<file path="src/rtl/perf_counter_bank.sv">
// perf_counter_bank
//   Bank of NUM_CH independent event counters feeding the LED / seven-segment
//   display path. Each channel counts its event strobe when the global gate is
//   open and it is not masked off by a pipeline stall. Counters either wrap or
//   saturate. Each channel has a sticky overflow flag and a snapshot shadow
//   register. One registered 32-bit display word is selected from the
//   pass-through data, a live counter or a snapshot copy.
//
// Ports
//   clk        system clock, all state on the rising edge
//   rst        synchronous active-high reset, overrides every other input
//   data_in    32-bit pass-through display word
//   event_in   per-channel event strobes (NUM_CH)
//   gate       global count enable
//   stall      pipeline stall, applied to channels whose STALL_MASK bit is set
//   sat_mode   0 = wrap, 1 = saturate at all-ones
//   clear      zero all counters and overflow flags (shadows are kept)
//   snap       copy all live counters into their shadows
//   show_snap  counter selects read shadows instead of live counters
//   select     0 = data_in, k in 1..NUM_CH = channel k-1, anything else = 0
//   data_out   registered display word, counters zero-extended
//   overflow   sticky per-channel overflow flags

// One counter channel: live count, shadow copy and sticky overflow.
module perf_counter_lane #(
    parameter int CNT_W = 32
) (
    input  logic             clk,
    input  logic             rst,
    input  logic             inc,
    input  logic             sat_mode,
    input  logic             clear,
    input  logic             snap,
    output logic [CNT_W-1:0] cnt,
    output logic [CNT_W-1:0] shadow,
    output logic             ovf
);
    localparam logic [CNT_W-1:0] CNT_MAX = '1;

    logic [CNT_W-1:0] cnt_q, cnt_d;
    logic [CNT_W-1:0] shadow_q, shadow_d;
    logic             ovf_q, ovf_d;

    always_comb begin
        cnt_d    = cnt_q;
        ovf_d    = ovf_q;
        // Shadow always captures the value held before this edge's update,
        // so a same-cycle clear or increment does not leak into it.
        shadow_d = snap ? cnt_q : shadow_q;
        if (clear) begin
            // Clear wins over a same-cycle increment.
            cnt_d = '0;
            ovf_d = 1'b0;
        end else if (inc) begin
            if (cnt_q == CNT_MAX) begin
                cnt_d = sat_mode ? CNT_MAX : '0;
                ovf_d = 1'b1;
            end else begin
                cnt_d = cnt_q + 1'b1;
            end
        end
    end

    always_ff @(posedge clk) begin
        if (rst) begin
            cnt_q    <= '0;
            shadow_q <= '0;
            ovf_q    <= 1'b0;
        end else begin
            cnt_q    <= cnt_d;
            shadow_q <= shadow_d;
            ovf_q    <= ovf_d;
        end
    end

    assign cnt    = cnt_q;
    assign shadow = shadow_q;
    assign ovf    = ovf_q;
endmodule

module perf_counter_bank #(
    parameter int                NUM_CH     = 4,
    parameter int                CNT_W      = 32,
    parameter logic [NUM_CH-1:0] STALL_MASK = '0,
    parameter int                SEL_W      = 4
) (
    input  logic              clk,
    input  logic              rst,
    input  logic [31:0]       data_in,
    input  logic [NUM_CH-1:0] event_in,
    input  logic              gate,
    input  logic              stall,
    input  logic              sat_mode,
    input  logic              clear,
    input  logic              snap,
    input  logic              show_snap,
    input  logic [SEL_W-1:0]  select,
    output logic [31:0]       data_out,
    output logic [NUM_CH-1:0] overflow
);
    logic [NUM_CH-1:0][CNT_W-1:0] cnt;
    logic [NUM_CH-1:0][CNT_W-1:0] shadow;
    logic [NUM_CH-1:0]            inc;
    logic [31:0]                  data_out_q, data_out_d;

    assign inc = event_in & {NUM_CH{gate}} & ~({NUM_CH{stall}} & STALL_MASK);

    for (genvar i = 0; i < NUM_CH; i++) begin : g_lane
        perf_counter_lane #(.CNT_W(CNT_W)) u_lane (
            .clk      (clk),
            .rst      (rst),
            .inc      (inc[i]),
            .sat_mode (sat_mode),
            .clear    (clear),
            .snap     (snap),
            .cnt      (cnt[i]),
            .shadow   (shadow[i]),
            .ovf      (overflow[i])
        );
    end

    // Display mux: select 0 passes data_in, 1..NUM_CH picks a channel,
    // out-of-range selects show zero.
    always_comb begin
        data_out_d = '0;
        if (select == '0) begin
            data_out_d = data_in;
        end else begin
            for (int i = 0; i < NUM_CH; i++) begin
                if (select == SEL_W'(i + 1)) begin
                    data_out_d[CNT_W-1:0] = show_snap ? shadow[i] : cnt[i];
                end
            end
        end
    end

    always_ff @(posedge clk) begin
        if (rst) data_out_q <= '0;
        else     data_out_q <= data_out_d;
    end

    assign data_out = data_out_q;
endmodule

</file>
<file path="config.mk">
export PLATFORM = sky130hd
export DESIGN_NAME = perf_counter_bank
export DESIGN_NICKNAME = d
export VERILOG_FILES = /design/src/rtl/perf_counter_bank.sv
export SDC_FILE = /design/constraint.sdc
export NUM_CORES = 1
export LEC_CHECK = 0
export CORE_ASPECT_RATIO = 0.6
export CORE_MARGIN = 2
export CORE_UTILIZATION = 45
export DETAILED_ROUTE_END_ITERATION = 8
export PLACE_DENSITY = 0.62
export SYNTH_ARGS = -nofsm -noshare
export SYNTH_HDL_FRONTEND = slang
export SYNTH_SLANG_ARGS = --single-unit
</file>
<file path="constraint.sdc">
create_clock -name clk -period 5.1 [get_ports clk]
set_input_delay 0.51 -clock clk [delete_from_list [all_inputs] [get_ports clk]]
set_output_delay 0.51 -clock clk [all_outputs]
set_load 0.01 [all_outputs]
</file>
; ---- Word level (Yosys, flattened, before mapping)
; Cells that the tools add are included.
[word_totals]
inputBits = 48
register_bits = 292
word_cells = 46
output_inout_bits = 36
[op_classes]
n_bitwise = 1
add_sub_neg = 4
eq_ne = 8
reduce_logical = 6
n_mux = 14
[ops]
columns = operator, count
row1 = $mux W32, 14
row2 = $add A32 B1 Y32 const B, 4
row3 = $eq A32 B32 Y1 const B, 4
row4 = $eq A4 B2 Y1 const B, 2
row5 = $reduce_and A2 Y1, 4
row6 = $and A4 B4 Y4, 1
row7 = $eq A4 B1 Y1 const B, 1
row8 = $eq A4 B3 Y1 const B, 1
row9 = $logic_not A4 Y1, 1
row10 = $reduce_or A2 Y1, 1

; ---- Longest topological paths before layout
[logic_depth]
ltp_word = 6
ltp_mapped = 8
depth_no_buf = 6

; ---- Modules after synthesis
; Synthesis repeated with hierarchy kept, for this count alone.
[unflattened]
cells_unflattened = 1791
hier_area_um2 = 15693.8
[by_module_without_submodules]
columns = module, instances, cells_per_inst, area_per_inst_um2, seq_area_each_um2
row1 = perf_counter_lane, 4, 346, 3012.9, 1301.2
row2 = perf_counter_bank, 1, 407, 3642.2, 640.6

; ---- Worst setup path before layout
; OpenSTA, ideal clock, no wires.
[synth_timing]
kind = flip-flop to flip-flop
start = register g_lane[1].u_lane.cnt_q[0]
end = register g_lane[1].u_lane.cnt_q[15]
path_buffers = 2
setup_slack_ps = 2764
setup_ps = 117
required_ps = 4983
period_less_slack_ps = 2336
arrival_time_ps = 2219
path_stages_with_launch = 9
path_cell_list = dfxtp_1 ha_1 nand3_2 or4_1 buf_2 nor4_4 buf_4 o21ai_1 a32o_1
[synth_between]
elab_chain_cells = 2
word_cells_on_any_way = 3
cone_classes = add/sub: 1 / eq/ne: 1 / mux: 1
[synth_rtl]
columns = item, line_no
row1 = "start, declared", 40  ; logic [CNT_W-1:0] cnt_q, cnt_d;
row2 = "start signal, assigned", 70  ; cnt_q <= cnt_d;
row3 = $add A32 B1 Y32 / $eq A32 B32 Y1 (equally long branches), "59, 55"
row4 = $mux W32 (*), 55  ; if (cnt_q == CNT_MAX) begin
; Mark *: on every way between the ends. The rest lies on a longest branch, timed or not.
; A chain may end at the register's enable or synchronous reset.

; ---- Final worst setup path
[layout_timing]
start = register g_lane[3].u_lane.cnt_q[1]
end = register g_lane[3].u_lane.cnt_q[22]
[layout_between]
elab_chain_cells = 2
word_cells_on_any_way = 3
cone_classes = add/sub: 1 / eq/ne: 1 / mux: 1
[layout_rtl]
columns = item, line_no
row1 = "start, declared", 40
row2 = "start signal, assigned", 70
row3 = $add A32 B1 Y32 / $eq A32 B32 Y1 (equally long branches), "59, 55"
row4 = $mux W32 (*), 55
; Marks and branches as above.

==> impl_metrics.csv <==
group,metric,value,unit
setup_path,critical_path.max_fanout,17,
job,maxCapViolCount,0,
yosys,ys_top_cells_by_area,"dfxtp_1 (39%), mux2i_1 (15%), nor2_1 (5.2%)",
placed_design,port_buffers,82,
setup_path,worstSetupPathType,"reg -> reg",
drt,detail_route.wl_per_cell,22.5,um
setup_path,reg2reg_slack,1.86,ns
clock_tree,cts_buffers,29,
floorplanning,design.die.area,34800,um2
final_layout,layout.cells.non_filler,2149,
setup_path,r2r_end,"g_lane[3].u_lane.cnt[22]",
yosys,ys_async_sr_fraction,0,%
setup_path,crit_path_max_incr_delay,0.77,ns
grt,grt_usage,27.0,%
yosys,yosys.area.top_type_share,39.1,%
sta,setup_viol,0,
sta,slew_headroom,19.6,%
yosys,syn_inst,1721,
drt,via_per_inst,6.37,
setup_path,worstRegToRegCells,6,
yosys,synth_common_cells,"dfxtp_1 (292), mux2i_1 (217), nor2_1 (207)",
clock_tree,ctsHoldBuffers,0,
yosys,synth_seq_cells,292,
yosys,synth_area,15000,um2
placed_design,gp_congestion,0.924,
final_layout,area_growth,12.6,%
setup_path,cp.arrival,3.71,ns
floorplanning,core,32500,um2
final_layout,fin_nets,1755,
drt,drc,0,
yosys,yosysSeqAreaShare,39.1,%
clock_tree,post_cts_buffers,0,
sta,rsz0062_at_grt,"false",
sta,period_minus_slack,3.24,ns
sta,skew,0.0179,ns
sta,hold_viol,0,
floorplanning,io_pins,84,
power,max-vdd-ir-drop,0.248,mV
final_layout,final_util,51.7,%
sta,post-route-period-util,63.6,%
drt,initialDrtViolationCount,1735,
sta,fmax,309,MHz
placed_design,dp_hpwl,34100,um
final_layout,fill_cells,3042,
drt,postRouteAntennaNets,0,
grt,antenna_found_initial,1,
setup_path,crit_slowest_cell,"nand3_1",
power,p_leak,5.99,nW
sta,fin_tns_setup,0,ns
floorplanning,die_x,239,um
grt,grt_pass1_wl,73500,um
setup_path,cp-endpoint,"g_lane[3].u_lane.cnt[22]",
grt,grt-ovfl-total,0,
clock_tree,path_clk_slew,0.06,ns
yosys,synth_edf_count,0,
sta,slew_violations,0,
floorplanning,num_rows,51,
drt,first_pass_iters,8,
clock_tree,cts_tree,"done",
sta,layout_setup_ws,1.86,ns
yosys,synth_fp_nets,1773,
placed_design,place_ws,1.68,ns
setup_path,crit_chain,"ha_1 -> nand3_1 -> nor4_2 -> nand3_1 -> and4_1 -> a211oi_1",
setup_path,critPathLaunchType,"flop",
clock_tree,cts_resized,0,
grt,grt_pass1_vias,12000,
floorplanning,start_util,46.0,%
clock_tree,insertion_delay,0.57,ns
placed_design,dpl.cell_count,2096,
setup_path,cp_common_cell,"nand3_1",
clock_tree,htree_levels,1,
final_layout,drive_gt1_share,6.84,%
yosys,yosysTopAreaCell,"dfxtp_1",
drt,wl,48300,um
sta,worst_slew_pin_slew,1.20,ns
min_path,hold_path_class,"reg -> reg",
setup_path,end_kind,"flop",
setup_path,cp.required,5.57,ns
floorplanning,chipHeight,145,um
setup_path,r2r_start,"g_lane[3].u_lane.cnt[1]",
yosys,synth.distinct_cells,78,
grt,grt_max_degree,97,
yosys,yosysMostFrequentCell,"dfxtp_1",
power,power_density,283,nW/um2
yosys,yosysWarnings,0,
clock_tree,numClockSinks,292,
drt,via_count,13700,
setup_path,startpoint,"g_lane[3].u_lane.cnt[1]",
clock_tree,ctsRootBufferMaster,"clkbuf_16",
clock_tree,cts_buffer_depth,3,
yosys,ys.flop_type,"dfxtp_1",
outcome,status,"finished clean",
yosys,avgSynthCellArea,8.69,um2
-- routing by layer --
| layer | global-route usage [%] | wire length (um) | share of wire (%) | vias to the layer above |
|---|---|---|---|---|
| li1 | - | - | - | 6444 |
| met1 | 44.1 | 24200 | 50 | 6659 |
| met2 | 34.4 | 18700 | 39 | 524 |
| met3 | 5.78 | 4320 | 8.9 | 69 |
| met4 | 6.66 | 1170 | 2.4 | 0 |
| met5 | 0 | 0 | 0 | - |
-- cell type report --
class | count | area, um2 | share of cell area (%)
Multi-Input combinational cell | 1253 | 8420 | 50.0
Clock inverter | 11 | 111 | 0.662
Timing Repair Buffer | 99 | 973 | 5.78
Inverter | 28 | 105 | 0.624
Antenna cell | 1 | 2.50 | 0.0149
Tap cell | 424 | 531 | 3.15
Sequential cell | 292 | 5850 | 34.7
Clock buffer | 41 | 841 | 4.99
-- state kept, by name (all words and copies together) (netlist names) --
register	count
data_out	32
g_lane.u_lane.shadow	128
g_lane.u_lane.ovf	4
g_lane.u_lane.cnt	128
-- worst min-delay path by stage --
stage / from / endpoint / slack, ns / cells past startpoint
3_3_place_gp: g_lane[2].u_lane.ovf / g_lane[2].u_lane.ovf / 0.45 / 2
5_1_grt: g_lane[0].u_lane.ovf / g_lane[0].u_lane.ovf / 0.51 / 2
3_5_place_dp: g_lane[2].u_lane.ovf / g_lane[2].u_lane.ovf / 0.46 / 2
4_1_cts: g_lane[0].u_lane.ovf / g_lane[0].u_lane.ovf / 0.47 / 2
2_1_floorplan: g_lane[0].u_lane.ovf / g_lane[0].u_lane.ovf / 0.43 / 2
6_report: g_lane[0].u_lane.ovf / g_lane[0].u_lane.ovf / 0.47 / 2
-- critical path, delay by kind of cell (launching register included) --
kind	cells	cell delay [ns]
DFF	1	0.47
AOI/OAI and AO/OA	1	0.22
and+or+nand+nor	4	2.22
adders and majority gates	1	0.24
-- power breakdown --
| group | internal, W | leakage [nW] | total (W) | switching [W] |
|---|---|---|---|---|
| registers | 0.00229 | 2.35 | 0.00230 | 0.00000758 |
| clock network | 0.00124 | 0.474 | 0.00219 | 0.000946 |
| logic | 0.000110 | 3.17 | 0.000286 | 0.000176 |
-- cell usage in the layout (no fill, tap or decap), types with 10 or more instances in the layout --
cell,synthesis,final
a21oi_1,61,61
a222oi_1,31,31
a311oi_1,13,13
a31oi_1,40,40
a32o_1,13,13
and2_1,14,14
and3_1,34,34
and4_1,12,12
buf_4,5,16
clkbuf_16,0,29
clkdlybuf4s50_1,0,79
dfxtp_1,292,292
inv_1,28,28
mux2_2,28,28
mux2i_1,217,217
nand2_1,112,112
nand3_1,69,69
nand4_1,49,49
nor2_1,207,206
nor3_1,43,43
nor4_1,29,28
o211ai_1,14,14
o21a_1,10,10
o21ai_0,60,60
o221ai_1,31,31
or3_1,12,12
or4_1,14,14
xnor2_1,11,11
-- cell families after synthesis --
kind of cell,after synthesis,synth area share [%]
XOR/XNOR,15,0.878
AO/OA/AOI/OAI,362,17.3
AND/OR/NAND/NOR,626,20.9
buffers and inverters,176,4.72
multiplexers,246,16.8
adder cells (fa/ha/maj),4,0.335
flip-flops,292,39.1
-- metrics by stage --
| step | hold WS [ns] | area [um2] | total power [W] |
|---|---|---|---|
| finish | 0.469 | 16800 | 0.00477 |
| detailed placement | 0.460 | 15900 | 0.00263 |
| global route | 0.505 | 16800 | 0.00490 |
| floorplan | 0.426 | 15000 | 0.00252 |
| global placement | 0.453 | 15900 | 0.00263 |
| CTS | 0.471 | 16800 | 0.00480 |
No activity file was read; power rests on OpenSTA's default activity.
